[config.mk]
export PLATFORM = sky130hd
export DESIGN_NAME = display_conv_ctrl
export DESIGN_NICKNAME = d
export VERILOG_FILES = /design/src/rtl/display_pkg.sv /design/src/rtl/display_conv_ctrl_bcd_add3.sv /design/src/rtl/display_conv_ctrl.sv
export SDC_FILE = /design/constraint.sdc
export NUM_CORES = 1
export LEC_CHECK = 0
export ABC_AREA = 1
export BUFFER_PORTS_ARGS = -buffer_cell sky130_fd_sc_hd__buf_4
export CORE_AREA = 2 2 134 97
export CTS_CLUSTER_DIAMETER = 80
export CTS_CLUSTER_SIZE = 12
export DETAILED_ROUTE_END_ITERATION = 6
export DIE_AREA = 0 0 136 99
export PLACE_DENSITY_LB_ADDON = 0.2
export SKIP_CTS_REPAIR_TIMING = 1
export SYNTH_ARGS = -nofsm -noshare
export SYNTH_HDL_FRONTEND = slang
export SYNTH_HIERARCHICAL = 1
export SYNTH_SLANG_ARGS = --single-unit
[constraint.sdc]
create_clock -name clk -period 2 [get_ports clk]
set_clock_uncertainty 0.2 [all_clocks]
set_input_delay 0.2 -clock clk [delete_from_list [all_inputs] [get_ports clk]]
set_output_delay 0.2 -clock clk [all_outputs]
set_load 0.05 [all_outputs]
[src/rtl/display_pkg.sv]
// Shared definitions for the 3-digit 7-segment display path:
// mode encodings, converter FSM state codes and the hex glyph table.
package display_pkg;

  localparam logic [1:0] MODE_BLANK = 2'b00;
  localparam logic [1:0] MODE_DEC   = 2'b01;
  localparam logic [1:0] MODE_HEX   = 2'b10;
  localparam logic [1:0] MODE_OCT   = 2'b11;

  typedef logic [1:0] state_t;
  localparam state_t ST_IDLE = 2'd0;
  localparam state_t ST_CONV = 2'd1;
  localparam state_t ST_DONE = 2'd2;

  // Active-high glyphs, bit 0 = segment a .. bit 6 = segment g.
  function automatic logic [6:0] seg_glyph(input logic [3:0] digit);
    logic [6:0] g;
    case (digit)
      4'h0: g = 7'h3F;
      4'h1: g = 7'h06;
      4'h2: g = 7'h5B;
      4'h3: g = 7'h4F;
      4'h4: g = 7'h66;
      4'h5: g = 7'h6D;
      4'h6: g = 7'h7D;
      4'h7: g = 7'h07;
      4'h8: g = 7'h7F;
      4'h9: g = 7'h6F;
      4'hA: g = 7'h77;
      4'hB: g = 7'h7C;
      4'hC: g = 7'h39;
      4'hD: g = 7'h5E;
      4'hE: g = 7'h79;
      default: g = 7'h71;
    endcase
    return g;
  endfunction

endpackage

[src/rtl/display_conv_ctrl_bcd_add3.sv]
// One correction cell of the shift-add-3 binary-to-BCD converter:
// a BCD nibble of 5 or more gets 3 added before the next left shift.
module bcd_add3 (
  input  logic [3:0] din,
  output logic [3:0] dout
);

  assign dout = (din >= 4'd5) ? din + 4'd3 : din;

endmodule

[src/rtl/display_conv_ctrl.sv]
// Display front-end: accepts an 8-bit value plus mode, converts it to three
// digits (iterative BCD for decimal, direct slices for hex/octal), holds them
// and scans them onto a shared 7-segment bus.
// Optional build macro: LEADING_ZERO_BLANK_EN darkens leading zero digits.
//
// Handshake: a transfer happens on a rising edge where in_valid and in_ready
// are both 1. in_ready is 1 only in IDLE (and never while rst is high);
// in_valid while busy is ignored. out_valid is a one-cycle pulse marking the
// cycle right after the digit registers were loaded.
module display_conv_ctrl
  import display_pkg::*;
#(
  parameter int unsigned SCAN_DIV = 50000
) (
  input  logic       clk,
  input  logic       rst,
  input  logic       in_valid,
  output logic       in_ready,
  input  logic [7:0] A,
  input  logic [1:0] sel,
  output logic       out_valid,
  output logic [3:0] dig_u,
  output logic [3:0] dig_d,
  output logic [3:0] dig_c,
  output logic [2:0] blank,
  output logic [6:0] seg,
  output logic [2:0] an
);

  state_t      state;
  logic [7:0]  a_sh;     // latched value; shifted out MSB-first in decimal mode
  logic [1:0]  mode_q;
  logic [9:0]  bcd;      // {hundreds[1:0], tens[3:0], units[3:0]}
  logic [3:0]  step;
  logic [3:0]  units_adj;
  logic [3:0]  tens_adj;
  logic [3:0]  nxt_u;
  logic [3:0]  nxt_d;
  logic [3:0]  nxt_c;
  logic [2:0]  nxt_blank;
  logic [31:0] presc;
  logic [3:0]  scan_digit;
  logic        scan_dark;

  // Hundreds never exceeds 2, so only units and tens need correction.
  bcd_add3 u_add_units (.din(bcd[3:0]), .dout(units_adj));
  bcd_add3 u_add_tens  (.din(bcd[7:4]), .dout(tens_adj));

  assign in_ready = (state == ST_IDLE) && !rst;

  // Digit values and blanking that the DONE state will load.
  always_comb begin
    nxt_u     = 4'd0;
    nxt_d     = 4'd0;
    nxt_c     = 4'd0;
    nxt_blank = 3'b111;
    case (mode_q)
      MODE_DEC: begin
        nxt_u = bcd[3:0];
        nxt_d = bcd[7:4];
        nxt_c = {2'b00, bcd[9:8]};
      end
      MODE_HEX: begin
        nxt_u = a_sh[3:0];
        nxt_d = a_sh[7:4];
      end
      MODE_OCT: begin
        nxt_u = {1'b0, a_sh[2:0]};
        nxt_d = {1'b0, a_sh[5:3]};
        nxt_c = {2'b00, a_sh[7:6]};
      end
      default: ;
    endcase
    if (mode_q != MODE_BLANK) begin
`ifdef LEADING_ZERO_BLANK_EN
      nxt_blank = {nxt_c == 4'd0, (nxt_c == 4'd0) && (nxt_d == 4'd0), 1'b0};
`else
      nxt_blank = 3'b000;
`endif
    end
  end

  // Converter FSM: accept, run 8 shift-add-3 steps for decimal, load digits.
  always_ff @(posedge clk) begin
    if (rst) begin
      state     <= ST_IDLE;
      a_sh      <= 8'd0;
      mode_q    <= MODE_BLANK;
      bcd       <= 10'd0;
      step      <= 4'd0;
      out_valid <= 1'b0;
      dig_u     <= 4'd0;
      dig_d     <= 4'd0;
      dig_c     <= 4'd0;
      blank     <= 3'b111;
    end else begin
      out_valid <= 1'b0;
      case (state)
        ST_IDLE: begin
          if (in_valid) begin
            a_sh   <= A;
            mode_q <= sel;
            bcd    <= 10'd0;
            step   <= 4'd0;
            state  <= (sel == MODE_DEC) ? ST_CONV : ST_DONE;
          end
        end
        ST_CONV: begin
          bcd  <= {bcd[8], tens_adj, units_adj, a_sh[7]};
          a_sh <= {a_sh[6:0], 1'b0};
          step <= step + 4'd1;
          if (step == 4'd7) state <= ST_DONE;
        end
        ST_DONE: begin
          dig_u     <= nxt_u;
          dig_d     <= nxt_d;
          dig_c     <= nxt_c;
          blank     <= nxt_blank;
          out_valid <= 1'b1;
          state     <= ST_IDLE;
        end
        default: state <= ST_IDLE;
      endcase
    end
  end

  // Free-running scan: rotate the digit enable every SCAN_DIV clocks.
  always_ff @(posedge clk) begin
    if (rst) begin
      presc <= 32'd0;
      an    <= 3'b001;
    end else if (presc == SCAN_DIV - 1) begin
      presc <= 32'd0;
      an    <= {an[1:0], an[2]};
    end else begin
      presc <= presc + 32'd1;
    end
  end

  // Segment pattern of whichever digit the scan currently enables.
  always_comb begin
    scan_digit = dig_u;
    scan_dark  = blank[0];
    case (an)
      3'b010: begin
        scan_digit = dig_d;
        scan_dark  = blank[1];
      end
      3'b100: begin
        scan_digit = dig_c;
        scan_dark  = blank[2];
      end
      default: ;
    endcase
    seg = scan_dark ? 7'd0 : seg_glyph(scan_digit);
  end

endmodule

### After elaboration in Yosys (flattened, before gate mapping)

Memory sizes are Yosys's and may differ from the RTL's.
Cells that the tools add are included.
Widths: inputs -> output; s select.

* register bits after elaboration: 77
* bits in read-only memories: 112
* bits of input ports: 13
* output and inout bits: 27
* logic and storage cells: 60
* memories: 1

Memories
* (name not given): words 16, bits a word 7, read ports 1, clocked after memory_dff 0, write ports 0, RTL line display_pkg.sv:18 `case (digit)`

* add/sub/neg operators: 4
* magnitude comparators: 2
* equality and inequality tests: 12
* muxes and demuxes: 20
* reduce and logical (&&, ||, !) cells: 9

Operator list (count)
* $add 32x1->32 const B: 1
* $eq 32x16->1 const B: 1
* $pmux 4 s3: 2
* $pmux 10 s2: 1
* $pmux 4 s2: 2
* $pmux 8 s2: 1
* $mux 4: 3
* $mux 10: 1
* $add 4x2->4 const B: 2
* $ge 4x3->1 const B: 2
* $mux 8: 1
* $pmux 2 s2: 2
* $mux 7: 1
* $eq 2x1->1 const B: 3
* $eq 2x2->1 const B: 3
* $mux 2: 3
* $reduce_and 2->1: 3
* $add 4x1->4 const B: 1
* $eq 4x3->1 const B: 1
* $ne 2x2->1 const B: 2
* $reduce_bool 2->1: 2
* $eq 3x2->1 const B: 1
* $eq 3x3->1 const B: 1
* $mux 3: 1
* other kinds (6): 6

### Longest topological paths before layout

* depth after elaboration: 4
* gate-level depth with buffers: 12
* mapped depth without buffers: 12

### Modules after synthesis

Netlist, hierarchy kept.

By module, submodules not included
* display_conv_ctrl: instances 1, cells an instance 586, area each 3882.5 sq um, sequential area each 1461.4 sq um
* bcd_add3: instances 2, cells an instance 23, area each 135.1 sq um, sequential area each 0.0 sq um

### Least setup slack after synthesis

OpenSTA, ideal clock, no wires.

* kind: reg2out
* start point: reg an[1]
* end point: out seg[1]
* data arrival time: 2.502 ns
* required time: 1.600 ns
* slack: -0.902 ns
* stages on the path, launching flop included: 11
* path buffers: 0
* path through: dfxtp_1 > nand2_1 > nand2_1 > inv_1 > nand2_1 > nand2_1 > ha_1 > inv_1 > nand2_1 > nand2_1 > a21oi_1

* cells in the longest elaborated chain, start to end: 4
* elaborated cells between the ends (all ways): 6
* classes of those cells: eq/ne (2); mux (3); memory (1)

Ends and longest elaborated chain
* start: declaration: RTL line display_conv_ctrl.sv:27 `output logic [2:0] an`
* start signal: assignment: RTL line display_conv_ctrl.sv:134 `an <= {an[1:0], an[2]};`
* $eq 3x3->1 or $eq 3x2->1 (tied branches): RTL line display_conv_ctrl.sv:144 `case (an)`
* $pmux 4 s2: RTL line display_conv_ctrl.sv:144
* $mem_v2 16x7
* $mux 7 (*): RTL line display_conv_ctrl.sv:155 `seg = scan_dark ? 7'd0 : seg_glyph(scan_digit);`
* end: declaration: RTL line display_conv_ctrl.sv:26 `output logic [6:0] seg,`

Mark *: on every way between the ends. The rest lies on a longest branch, timed or not.

### Final worst setup path

* start point: reg an[2]
* end point: out seg[1]

Same word-level chain as after synthesis.

==> metrics.csv <==
stage,metric,value,unit
synth,number of synthesized register bits,73,
route,vias,4229,
clocking,clock transition at the register clock pins on the worst setup and hold paths after CTS,0.06,ns
run,max-cap check violation count,0,
floorplan,Total Die Area,13500,um^2
cells_and_area,fraction of layout instances using a drive strength above 1,0.252,
clocking,H-tree lvl count,3,
worst_setup_path,crit end category,primary output,
worst_setup_path,R2R Path End,presc[26]$_SDFF_PP0_,
route,Detail Route met3 WL,793,um
floorplan,Starting Density,0.341,
run_status,run status,"complete, but fails checks",
worst_setup_path,critical-path cell with the highest stage delay,sky130_fd_sc_hd__dfxtp_4,
cells_and_area,relative area change from synthesis to final layout,34.3,%
synth,Synth area leader,sky130_fd_sc_hd__dfxtp_1,
run_status,violated checks,"hold timing, setup timing",
clocking,clk root buf,sky130_fd_sc_hd__clkbuf_16,
route,Detailed Route Iter0 Violations,271,
clocking,clk buf depth,2,
sta,Final Hold Fails,1,
floorplan,die height,99,um
synth,number of instances in the synthesized netlist,632,
synth,warnings from Yosys,6,
worst_setup_path,Crit path top cell by count,sky130_fd_sc_hd__nand2_4,
synth,proportion of register bits with asynchronous set or reset after synthesis,0,
worst_setup_path,Setup Crit Path Kind,reg -> out,
synth,cell types with the largest area share after synthesis,"sky130_fd_sc_hd__dfxtp_1 (35%), sky130_fd_sc_hd__nand2_1 (17%), sky130_fd_sc_hd__inv_1 (7.5%)",
sta,setup ws final,-0.480,ns
route,routed wirelength normalized by instance count,13.5,um
floorplan,area of the core,12200,um^2
sta,Final Setup Violations,7,
grt,Total Routing Usage GR,0.174,
synth,share of the yosys chip area belonging to registers,0.352,
power,total power consumption of the routed design,0.00391,W
min_path,depth of the worst hold-timing path,3,
sta,Worst Hold Slack,-0.0231,ns
synth,share of the synthesized area in the top cell type,0.352,
clocking,clock latency on the worst-skew pair,0.34,ns
grt,wire length of the first global-routing pass,18400,um
route,number of remaining DRC errors,0,
grt,initial antenna violation count,0,
route,total detailed-routing wirelength,11900,um
floorplan,number of cell rows,34,
route,met2 WL,4800,um
synth,fraction of synthesized cell area in xor and xnor cells,0.0295,
worst_setup_path,termination of the worst setup path,seg[1],
synth,syn avg cell area,6.57,um^2
clocking,clk sink count,73,
power,Worst VDD drop,0.386,mV
sta,setup TNS,-3.15,ns
clocking,TritonCTS Buffers,9,
route,average vias per placed instance,4.82,
grt,pin count of the biggest net entering global routing,28,
route,iteration count of the initial detailed-routing pass,5,
worst_setup_path,worst reg-to-reg setup slack,0.10,ns
synth,combinational family with the most area after synthesis,simple AND/OR/NAND/NOR gates,
sta,max-slew violation total from the final report,0,
placement,pre-CTS setup slack,-0.165,ns
synth,top post-synthesis cells by count,"sky130_fd_sc_hd__nand2_1 (183), sky130_fd_sc_hd__inv_1 (83), sky130_fd_sc_hd__nor2_1 (77)",
synth,most frequent cell after synthesis,sky130_fd_sc_hd__nand2_1,
worst_setup_path,Critical Path Source Type,flop,
cells_and_area,number of fill cells in the layout,1276,
sta,clock period minus final worst setup slack,2.48,ns
synth,simple-gate portion of the synthesized area,0.351,
worst_setup_path,CP Data Arrival Time,2.08,ns
floorplan,number of ports placed on the die boundary,40,
power,power density normalized to cell area,700,nW/um^2
synth,fraction of the mapped netlist area in compound gates,0.125,
sta,setup repair after global routing missed its margin,true,
cells_and_area,number of nets in the final layout,735,
worst_setup_path,maximum single-stage delay on the critical path,0.37,ns
clocking,clock tree from TritonCTS,yes,
synth,"Primary FF master, synth",sky130_fd_sc_hd__dfxtp_1,
placement,post-DP HPWL,8820,um
cells_and_area,# diodes,0,
synth,area share of fa/ha/maj cells after synthesis,0.0362,
floorplan,Die Span X,136,um
worst_setup_path,Worst EP required,1.60,ns
worst_setup_path,critical path startpoint,an[2]$_SDFFE_PP0N_,
placement,count of buffers inserted at the top-level ports,37,
grt,global route overflow,0,
sta,part of the cycle the worst path needs,1.24,
worst_setup_path,depth of the worst register-to-register path,10,
worst_setup_path,ordered list of cells on the worst path,nor2_4 -> nand2_4 -> nand2_4 -> inv_2 -> nand2_2 -> nand2_4 -> ha_4 -> inv_2 -> nand2_2 -> nand2_4 -> a21oi_4 -> buf_4,
route,DRT met1 WL,6160,um
placement,weighted congestion at the end of routability-driven global placement,0.923,
sta,maximum clock frequency,403,MHz
power,Leak,2.26,nW
synth,count of cell types in the netlist,40,
worst_setup_path,largest fanout of any net on the critical path,4,
route,highest metal layer used by the detailed router,met4,
min_path,class of the tightest hold or removal check,in -> reg,
grt,number of global-route vias before repair,3671,
synth,count of flip-flops with a built-in enable after synthesis,0,
route,number of nets still failing antenna checks after routing,0,
worst_setup_path,source of the worst register-to-register timing path,presc[0]$_SDFF_PP0_,
synth,multiplexer share of the synthesized area,0,
synth,area of the mapped netlist,4150,um^2
## through the flow
| stage | cell area (um^2) | instances | utilization |
|---|---|---|---|
| 2_1_floorplan | 4300 | 633 | - |
| 3_3_place_gp | 4950 | 851 | 0.407 |
| 3_5_place_dp | 4950 | 851 | 0.407 |
| 4_1_cts | 5280 | 867 | 0.434 |
| 5_1_grt | 5580 | 877 | 0.459 |
| 6_report | 5580 | 877 | 0.459 |
## power breakdown
| group | switching [W] | total (W) | internal, W |
|---|---|---|---|
| Sequential | 0.0000459 | 0.00154 | 0.00150 |
| Clock | 0.000616 | 0.00178 | 0.00116 |
| Combinational | 0.000382 | 0.000587 | 0.000205 |
## cell type report
cell class	count	area [um^2]	share of cell area
repair inverters	1	7.51	0.00135
well taps	162	203	0.0363
flip-flops and latches	73	1490	0.266
repair buffers	82	651	0.117
clock inverters	4	75.1	0.0135
clock buffers	12	256	0.0460
multi-input cells	455	2570	0.460
inverters	88	334	0.0599
## state kept, by name, indices dropped and copies added (netlist names), 2 cells and up
name,flops
a_sh,8
an,3
bcd,10
dig_c,2
dig_d,4
dig_u,4
mode_q,2
presc,32
state,2
step,4
## metal layers
layer / up-vias / GRT usage
met5: - / 0
met4: 0 / 0.0537
met3: 9 / 0.0406
met2: 106 / 0.233
met1: 1946 / 0.270
li1: 2168 / -
## worst min-delay path by stage
stage                                      from                      to  slack [ns]
after CTS                                  A[0]    a_sh[0]$_SDFFE_PP0P_       -0.09
after floorplan                          sel[0]  mode_q[0]$_SDFFE_PP0P_        0.14
after global placement    state[1]$_SDFFE_PP0P_   state[1]$_SDFFE_PP0P_        0.21
after detailed placement  state[1]$_SDFFE_PP0P_   state[1]$_SDFFE_PP0P_        0.21
after global routing                       A[3]    a_sh[3]$_SDFFE_PP0P_      0.0004
final                                    sel[1]  mode_q[1]$_SDFFE_PP0P_       -0.02
## worst max-delay path: cells and delay by family (launching register included)
| family | cells | cell delay [ns] |
|---|---|---|
| AO/OA/AOI/OAI | 1 | 0.14 |
| adder cells (fa/ha/maj) | 1 | 0.27 |
| buffers and inverters | 3 | 0.29 |
| flip-flops | 1 | 0.37 |
| AND/OR/NAND/NOR | 7 | 0.67 |
## logic make-up (layout without fill, tap and decap cells)
| family | count (synthesis) | in the layout |
|---|---|---|
| other | 1 | 2 |
| adders and majority gates | 12 | 12 |
| xor gates and xnor gates | 14 | 14 |
| DFF | 73 | 73 |
| AOI/OAI and AO/OA | 85 | 86 |
| buffers and inverters | 106 | 187 |
| and+or+nand+nor | 341 | 341 |
## cells in the final DEF (no fill, tap or decap), types with 13 or more instances in the layout
cell type,count
sky130_fd_sc_hd__a21oi_1,41
sky130_fd_sc_hd__nand3_1,28
sky130_fd_sc_hd__nor3_1,15
sky130_fd_sc_hd__nor2_1,66
sky130_fd_sc_hd__inv_1,80
sky130_fd_sc_hd__buf_4,73
sky130_fd_sc_hd__dfxtp_1,62
sky130_fd_sc_hd__nand2_2,13
sky130_fd_sc_hd__nand2_1,168
sky130_fd_sc_hd__nor2_4,16
Note: power is estimated with default switching activity, not from simulation.
